File: src/rtl/seg_scan_mux.sv
// Multiplexed 7-segment scanner with double-buffered digit data committed only at frame boundaries.
// Optional leading-zero blanking is enabled by defining SEG_LZ_SUPPRESS_EN.
module seg_scan_mux #(
  parameter int unsigned NUM_DIGITS  = 8,
  parameter int unsigned REFRESH_DIV = 100000,
  parameter int          ACTIVE_LOW  = 1
) (
  input  logic                      clock,
  input  logic                      reset,
  input  logic [4*NUM_DIGITS-1:0]   digits_i,
  input  logic [NUM_DIGITS-1:0]     dp_i,
  input  logic                      load_i,
  input  logic                      blank_i,
  output logic                      pending_o,
  output logic                      frame_o,
  output logic [NUM_DIGITS-1:0]     anode_o,
  output logic [6:0]                cathode_o,
  output logic                      dp_o
);

  localparam int unsigned CW = (REFRESH_DIV > 1) ? $clog2(REFRESH_DIV) : 1;
  localparam int unsigned IW = $clog2(NUM_DIGITS);
  localparam logic [CW-1:0] CNT_LAST = CW'(REFRESH_DIV - 1);
  localparam logic [IW-1:0] IDX_LAST = IW'(NUM_DIGITS - 1);
  localparam logic INV = (ACTIVE_LOW != 0);

  logic [CW-1:0]                cnt;
  logic [IW-1:0]                idx;
  logic                         tick_last;
  logic                         wrap;

  logic [NUM_DIGITS-1:0][3:0]   act_dig;
  logic [NUM_DIGITS-1:0][3:0]   stg_dig;
  logic [NUM_DIGITS-1:0]        act_dp;
  logic [NUM_DIGITS-1:0]        stg_dp;
  logic                         pending;

  logic [3:0]                   cur_nib;
  logic                         cur_dp;
  logic                         dark;
  logic [NUM_DIGITS-1:0]        sel_hot;

  function automatic logic [6:0] hex7(input logic [3:0] v);
    logic [6:0] s;
    case (v)
      4'h0: s = 7'h3F;
      4'h1: s = 7'h06;
      4'h2: s = 7'h5B;
      4'h3: s = 7'h4F;
      4'h4: s = 7'h66;
      4'h5: s = 7'h6D;
      4'h6: s = 7'h7D;
      4'h7: s = 7'h07;
      4'h8: s = 7'h7F;
      4'h9: s = 7'h6F;
      4'hA: s = 7'h77;
      4'hB: s = 7'h7C;
      4'hC: s = 7'h39;
      4'hD: s = 7'h5E;
      4'hE: s = 7'h79;
      default: s = 7'h71;
    endcase
    return s;
  endfunction

  assign tick_last = (cnt == CNT_LAST);
  assign wrap      = tick_last && (idx == IDX_LAST);
  assign pending_o = pending;

  always_ff @(posedge clock) begin
    if (reset) begin
      cnt <= '0;
      idx <= '0;
    end else if (tick_last) begin
      cnt <= '0;
      idx <= (idx == IDX_LAST) ? '0 : idx + 1'b1;
    end else begin
      cnt <= cnt + 1'b1;
    end
  end

  // Commit uses the pending flag from before this edge, so a load landing on
  // the wrap cycle itself waits for the following frame.
  always_ff @(posedge clock) begin
    if (reset) begin
      act_dig <= '0;
      act_dp  <= '0;
      stg_dig <= '0;
      stg_dp  <= '0;
      pending <= 1'b0;
    end else begin
      if (wrap && pending) begin
        act_dig <= stg_dig;
        act_dp  <= stg_dp;
        pending <= 1'b0;
      end
      if (load_i) begin
        stg_dig <= digits_i;
        stg_dp  <= dp_i;
        pending <= 1'b1;
      end
    end
  end

`ifdef SEG_LZ_SUPPRESS_EN
  logic [NUM_DIGITS-1:0] lz_dark;
  logic                  lead;

  always_comb begin
    lz_dark = '0;
    lead    = 1'b1;
    for (int unsigned k = NUM_DIGITS - 1; k > 0; k--) begin
      lead       = lead & (act_dig[k] == 4'h0) & ~act_dp[k];
      lz_dark[k] = lead;
    end
  end

  always_comb begin
    cur_nib = act_dig[idx];
    cur_dp  = act_dp[idx];
    dark    = blank_i | lz_dark[idx];
    sel_hot = {{(NUM_DIGITS-1){1'b0}}, 1'b1} << idx;
  end
`else
  always_comb begin
    cur_nib = act_dig[idx];
    cur_dp  = act_dp[idx];
    dark    = blank_i;
    sel_hot = {{(NUM_DIGITS-1){1'b0}}, 1'b1} << idx;
  end
`endif

  always_ff @(posedge clock) begin
    if (reset) begin
      anode_o   <= {NUM_DIGITS{INV}};
      cathode_o <= {7{INV}};
      dp_o      <= INV;
      frame_o   <= 1'b0;
    end else begin
      frame_o <= (cnt == '0) && (idx == '0);
      if (dark) begin
        anode_o   <= {NUM_DIGITS{INV}};
        cathode_o <= {7{INV}};
        dp_o      <= INV;
      end else begin
        anode_o   <= sel_hot ^ {NUM_DIGITS{INV}};
        cathode_o <= hex7(cur_nib) ^ {7{INV}};
        dp_o      <= cur_dp ^ INV;
      end
    end
  end

endmodule

File: config.mk
export PLATFORM = sky130hd
export DESIGN_NAME = seg_scan_mux
export DESIGN_NICKNAME = d
export VERILOG_FILES = /design/src/rtl/seg_scan_mux.sv
export SDC_FILE = /design/constraint.sdc
export NUM_CORES = 1
export LEC_CHECK = 0
export ABC_CLOCK_PERIOD_IN_PS = 2630
export CAP_MARGIN = 15
export CORE_UTILIZATION = 45
export DETAILED_ROUTE_END_ITERATION = 10
export GPL_TIMING_DRIVEN = 0
export HOLD_SLACK_MARGIN = 0.02
export PLACE_DENSITY = 0.69
export REMOVE_ABC_BUFFERS = 1
export SKIP_CTS_REPAIR_TIMING = 1
export SYNTH_ARGS = -nofsm -noshare
export SYNTH_HDL_FRONTEND = slang
export SYNTH_SLANG_ARGS = --single-unit
File: constraint.sdc
create_clock -name clock -period 2.63 [get_ports clock]
set_input_delay 0.3945 -clock clock [delete_from_list [all_inputs] [get_ports clock]]
set_output_delay 0.3945 -clock clock [all_outputs]
set_load 0.005 [all_outputs]
### Yosys cells after proc, flatten, opt, wreduce, memory -nomap -nowiden

Memories as Yosys holds them, arrays and structs flattened.
Cells that the tools add are included.

* output and inout port bits: 18
* memories kept: 1
* word-level logic and storage cells: 52
* bits of input ports: 44
* flip-flop bits (word level): 118
* bits in read-only memories: 112

Memory list
* (no name shown): words 16, width 7, read ports 1, clocked after memory_dff 0, wr ports 0, RTL line 45 `case (v)`

* reductions and logical operators: 8
* bitwise logic cells: 3
* add/sub/neg operators: 2
* mux-type cells: 9
* shift-type cells: 1
* $lt $le $gt $ge: 1
* equal/unequal tests: 2

Operator list (number)
* $add 17x1->17 const B: 1
* $eq 17x17->1 const B: 1
* $logic_not 17->1: 1
* $mux 7: 2
* $bmux 4 s3: 1
* $not 8->8: 1
* $shl 1x3->8 const A: 1
* $not 7->7: 1
* $lt 3x4->1 const B: 1
* $mux 4: 1
* $reduce_or 2->1: 2
* $add 3x1->3 const B: 1
* $bmux 1 s3: 1
* $eq 3x3->1 const B: 1
* $logic_and 1x1->1: 3
* $logic_not 3->1: 1
* $mux 1: 3
* $mux 3: 1
* $reduce_bool 2->1: 1
* $not 1->1: 1

### Logic depth before layout (Yosys ltp)

Gate-level depths: netlist of run 1.
An unclocked memory read counts as a cell.

* depth in word-level cells: 6
* depth in mapped cells: 9
* gate-level depth less buffers: 7

### Least setup slack after synthesis of run 1

Ideal clock, no wire load.

* kind: reg-to-reg
* start: register idx[0]
* end: register cathode_o[3]
* stages on the path, launching flop included: 10
* clock period less this slack: 2520 ps
* data required time: 2516 ps
* library setup time: 114 ps
* path buffers: 2
* arrival time: 2406 ps
* setup slack: 110 ps
* cells stage by stage: dfxtp_1 -> buf_2 -> buf_4 -> mux4_2 -> mux2i_1 -> inv_1 -> ha_1 -> a21boi_0 -> a211o_1 -> a21o_1

* longest elaborated chain between the ends: 6

RTL lines
* start: declaration: RTL line 28 `logic [IW-1:0] idx;`
* start signal: assignment: RTL line 76 `idx <= (idx == IDX_LAST) ? '0 : idx + 1'b1;`
* $bmux 4 s3: RTL line 126 `cur_nib = act_dig[idx];`
* $mux 4 (implied by the code): RTL line 126
* $mem_v2 16x7
* $mux 7: RTL line 141 `if (dark) begin`
* $mux 7: RTL line 134 `if (reset) begin`
* $not 7->7 (no source line)
* end signal: assignment: RTL line 136 `cathode_o <= {7{INV}};`
* end signal: assignment: RTL line 143 `cathode_o <= {7{INV}};`
* end signal: assignment: RTL line 147 `cathode_o <= hex7(cur_nib) ^ {7{INV}};`
* end: declaration: RTL line 17 `output logic [6:0] cathode_o,`

Every way passes these cells. The select of a mux whose other input is x is not followed.
A chain may end at the register's enable or synchronous reset.

### Worst setup path in the final report of run 1

Ends and elaborated chain as after synthesis.

==> metrics, run 1 <==
most common cell after layout, fill and taps aside=dfxtp_1; vias in the first global route=3,428; Ant. Diodes=0; YS warnings=0; area grow syn2layout=23.8%; Finished Layout Cells=719; CP startpoint kind=flip-flop; switching pwr=0.000845 W; root buf cell=clkbuf_8; # IOs=62; Pwr Density=670 nW/um^2; endpoints failing hold=0; largest net degree at the start of global routing=73; sw frac=20.2%; Iteration-0 DRC Markers=145; RR Endpoint=cathode_o[3]; Sequential Area=2370 um^2; Bufs on Longest Clock Path=2; clock network power share=50.2%; DRT Pass-1 Iters=4; DR vias=3,629; post-synth design cell area=5040 um^2; Mapped Avg Cell Area=9.78 um^2; Fin Hold WS=226 ps; clk_skew=14.9 ps; Initial Util=46.3%; DP Worst Slack=-589 ps; Yosys cell types=53; Port Buffers=61; main combinational cell family by area after synthesis=simple AND/OR/NAND/NOR gates; CTS sink cnt=118; worst r2r path cells=7; Post-Synth XOR/XNOR Area=2.61%; Tot GR Track Use=17.8%; mux contribution to synthesized area=13.4%; CTS tree=built; maxcap violations=0; cell taking the most area after synthesis=dfxtp_1; Final ANT Viol Nets=0; actual slew at the worst max-slew pin=697 ps; Placed Cells=690; ys flop type=dfxtp_1; CTS Buf Count=17; Pleak=2.33 nW; gpl congestion=0.754; maximum clock frequency=411 MHz; sequential fraction of design power=44.6%; WS Path Type=flip-flop to flip-flop; Cell Rows=38; CP Max Fanout=17; share of cells above drive strength 1=16.8%; Async S/R FF share, synth=0%; EDFF count, synth=0; Comb pwr share=5.1%; Synth area leaders=dfxtp_1 (47%), mux2i_1 (9.1%), nand2_1 (7.5%); Worst VDD drop=505 uV; Post-Synth Simple-Gate Area=17.8%; Final Critical Period=2440 ps; hpwl dp=6500 um; required time of the critical path=3030 ps; Worst-path clk slew=50 ps; total die area=11,600 um^2; r2r setup slk=190 ps; DR WL/cell=13.4 um; die boundary height=108 um; WP data arrival=2830 ps; Slew Limit Fails=0; RSZ-0062 raised after global routing=false; post-route clock period utilization=92.6%; setup slack after layout=195 ps; Chip Width=108 um; final setup fails=0; post-synthesis sequential area ratio=46.9%; post-synth top area share=46.9%; Placed Area=5650 um^2; Detailed Route WL=9610 um; post-synthesis cell count=515; GR Overflow Total=0; final instance area=6240 um^2; fill count=946; global-route wire length before repair=16,000 um; core area=10,900 um^2; Worst Setup SP=idx[0]; post-synthesis adder-cell area fraction=3.48%; slew margin rel.=53.1%; setup TNS=0 ps; DRC viols=0; status=finished, final reports clean; layout net count=627; DR vias/cell=5.05; Hold Crit Class=primary input to flip-flop; Critical Path Sink Type=flip-flop; Synth Area in Compound Gates=10.4%; #FFs+latches synth=118; r2r startpoint=idx[0]; H-Tree Depth=4; area occupied by multi-input gates=2450 um^2; antenna violations before repair=0; Int Power=0.00334 W; commonest non-fill, non-tap cells in the layout=dfxtp_1 (115), nand2_1 (100), nor2_1 (63), clkdlybuf4s50_1 (59), mux2i_1 (44); CP Capture Point=cathode_o[3]; Worst-Skew Late Latency=510 ps
-- cell type report --
cell class                 instances  share of cell area (%)
tap                              140                    2.81
timing repair buffer              65                    10.9
clock buffer                      24                    7.38
inverter                           8                   0.542
multi-input combinational        359                    39.2
sequential                       118                    38.0
clock inverter                     5                    1.20
-- metrics by stage --
step / power, W / util (%)
floorplan: 0.00197 / -
global placement: 0.00212 / 51.3
detailed placement: 0.00212 / 51.9
CTS: 0.00422 / 56.8
global route: 0.00434 / 57.3
finish: 0.00418 / 57.3
-- kinds of logic after synthesis --
kind of cell | Yosys count
simple gates | 206
buf+inv | 38
mux | 57
compound gates | 67
flops | 118
fa+ha+maj | 14
xor+xnor | 15
-- power by group through the flow --
stage	sequential, W	combinational [W]	clock, W
global route	0.00187	0.000236	0.00223
floorplan	0.00190	0.0000743	0
finish	0.00187	0.000215	0.00210
CTS	0.00187	0.000219	0.00214
global placement	0.00190	0.000215	0
detailed placement	0.00190	0.000218	0
-- registers in the layout (all words and copies together), names as in the netlist --
name       count
act_dig       32
act_dp         8
anode_o        8
cathode_o      7
cnt           17
dp_o           1
frame_o        1
idx            3
pending_o      1
stg_dig       32
stg_dp         8
-- routing by layer --
layer	vias to the layer above	share of wire, %	track usage, %
met1	1694	46	22.1
met5	-	0	0
met4	0	0.79	7.14
met3	9	4.6	5.08
li1	1848	-	-
met2	78	49	28.9
-- worst min path at each step --
stage / depth (start not counted) / slack [ps] / from / endpoint
detailed placement: 2 / 450 / act_dig[27] / act_dig[27]
CTS: 2 / 210 / reset / act_dig[21]
finish: 2 / 230 / reset / act_dig[21]
global route: 2 / 220 / reset / act_dig[29]
global placement: 2 / 450 / act_dig[20] / act_dig[20]
floorplan: 2 / 430 / act_dig[22] / act_dig[22]
-- cells in the mapped netlist, types with 3 or more instances --
library cell and number:
clkbuf_1 9, a21oi_1 7, ha_1 14, dfxtp_1 118, xnor2_1 9, a21oi_2 40
o211ai_1 3, nor2_1 63, o21ai_0 5, nand2_1 100, clkbuf_8 6, mux4_2 8
xor2_1 6, nor4_1 3, nand3_1 11, inv_1 7, nor3_1 6, buf_2 3
mux2i_1 46, buf_8 4, buf_1 5, nand4_1 3
-- critical path, cell delays in order (launching register included) --
cell	delay, ps
dfxtp_4	530
mux4_2	590
mux2i_4	280
inv_1	130
ha_1	190
a21boi_0	140
a211o_1	300
a21o_1	150
(Power assumes the default switching activity.)
==> run 2, diff against run 1 <==
ABC_CLOCK_PERIOD_IN_PS = 2400   (was 2630)
PLACE_DENSITY = 0.67   (was 0.69)
REMOVE_ABC_BUFFERS = unset   (was 1)
clock period = 2.4 ns   (was 2.63 ns; I/O delays follow)
==> run 2 against run 1 <==
Compared with the run above: final area increased by 4.8%; count of clock-buffer cells in the layout unchanged; register-to-register slack got worse by 150 ps; via count increased by 4.8%; setup slack got worse by 150 ps; global-route usage increased by 2.4 points; final cell count increased by 4.6%; die area unchanged; utilization increased by 2.7 points; sequential power increased by 9%; sequential cell count unchanged; first-iteration DRC count decreased by 22%; critical path type unchanged; highest routed layer unchanged.
==> metrics, run 2 (synthesized netlist as in run 1, its figures left out) <==
actual slew at the worst max-slew pin=758 ps; Worst-path clk slew=60 ps; setup TNS=0 ps; post-route clock period utilization=98.1%; Bufs on Longest Clock Path=2; H-Tree Depth=4; CTS sink cnt=118; Final Critical Period=2360 ps; CTS Buf Count=17; Hold Crit Class=primary input to flip-flop; Chip Width=108 um; total die area=11,600 um^2; layout net count=657; maxcap violations=0; WS Path Type=flip-flop to flip-flop; root buf cell=clkbuf_8; commonest non-fill, non-tap cells in the layout=dfxtp_1 (117), nand2_1 (100), nor2_1 (63), clkdlybuf4s50_1 (59), mux2i_1 (44); Final ANT Viol Nets=0; slew margin rel.=49.5%; most common cell after layout, fill and taps aside=dfxtp_1; CP Max Fanout=10; worst path cell trace=buf_8 -> buf_12 -> mux4_2 -> mux2i_4 -> inv_2 -> ha_1 -> a21boi_1 -> a211o_1 -> a21o_1; Worst-Skew Late Latency=520 ps; CP startpoint kind=flip-flop; largest net degree at the start of global routing=17; largest registers=act_dig (32), stg_dig (32), cnt (17); status=finished, final reports clean; max incr delay on CP=540 ps; Port Buffers=59; die boundary height=108 um; Pwr Density=755 nW/um^2; final instance area=6540 um^2; CP bufs+invs=3; global-route wire length before repair=17,900 um; Slew Limit Fails=0; antenna violations before repair=0; Placed Area=5830 um^2; required time of the critical path=2810 ps; Detailed Route WL=10,800 um; final setup fails=0; core area=10,900 um^2; gpl congestion=0.785; DRT Pass-1 Iters=4; Cell Rows=38; syn nets=573; DR vias=3,803; vias in the first global route=3,798; CP top delay family=multiplexers; share of cells above drive strength 1=19.0%; Critical Path Sink Type=flip-flop; DRC viols=0; Fin Hold WS=250 ps; WP data arrival=2770 ps; Pleak=2.47 nW; Ant. Diodes=0; endpoints failing hold=0; slowest library cell on the worst path=mux4_2; DR WL/cell=14.4 um; GR Overflow Total=0; area grow syn2layout=29.7%; hpwl dp=7580 um; clk_skew=9.63 ps; Iteration-0 DRC Markers=113; Worst VDD drop=646 uV; # IOs=62; Tot GR Track Use=20.3%; DR vias/cell=5.06; maximum clock frequency=425 MHz; RSZ-0062 raised after global routing=true; CTS tree=built; Initial Util=46.3%
run 2: where the power goes:
group | total (W) | switching [W] | internal (W) | leakage, nW
logic | 0.000243 | 0.000105 | 0.000138 | 1.20
registers | 0.00204 | 0.0000313 | 0.00201 | 0.963
clock network | 0.00265 | 0.000854 | 0.00179 | 0.309
total | 0.00494 | 0.000990 | 0.00394 | 2.47
run 2: final cells by class:
class	count	area [um^2]
Timing Repair Buffer	65	636
Inverter	8	30.0
Clock inverter	8	144
Clock buffer	24	480
Buffer	30	265
Fill cell	945	4350
Tap cell	140	175
Sequential cell	118	2370
Multi-Input combinational cell	359	2440
run 2: worst register-to-register path, stage by stage (launching register included):
cell      delay, ps
dfxtp_4         370
buf_8           140
buf_12          150
mux4_2          540
mux2i_4         220
inv_2            80
ha_1            180
a21boi_1        140
a211o_1         270
a21o_1          160
run 2: path summary, 6_finish.rpt:
kind	start	end	slack, ps	depth (start not counted)
max	idx[0]	cathode_o[3]	40	9
min reg2reg	act_dig[13]	act_dig[13]	460	2
min	reset	act_dig[30]	250	3
max reg2reg	idx[0]	cathode_o[3]	40	9
run 2: routing by layer:
layer	global-route usage [%]	part of all wire [%]	vias up
met5	0	0	-
met4	10.2	2.1	0
met3	5.99	4.4	20
met2	32.9	49	86
met1	24.2	45	1777
li1	-	-	1920
run 2: metrics by stage:
stage	utilization, %	power (W)	std cells	setup WS, ps
final	60.0	0.00494	752	44.4
after global routing	60.0	0.00509	752	-63.5
after global placement	53.5	0.00233	714	-332
after detailed placement	53.5	0.00233	714	-350
after floorplan	-	0.00221	515	10.3
after CTS	59.3	0.00497	746	-396
==> run 3, diff against run 2 <==
HOLD_SLACK_MARGIN = unset   (was 0.02)
==> results of run 3 <==
Same layout as run 2: the final DEF is identical, and so are final timing and power.
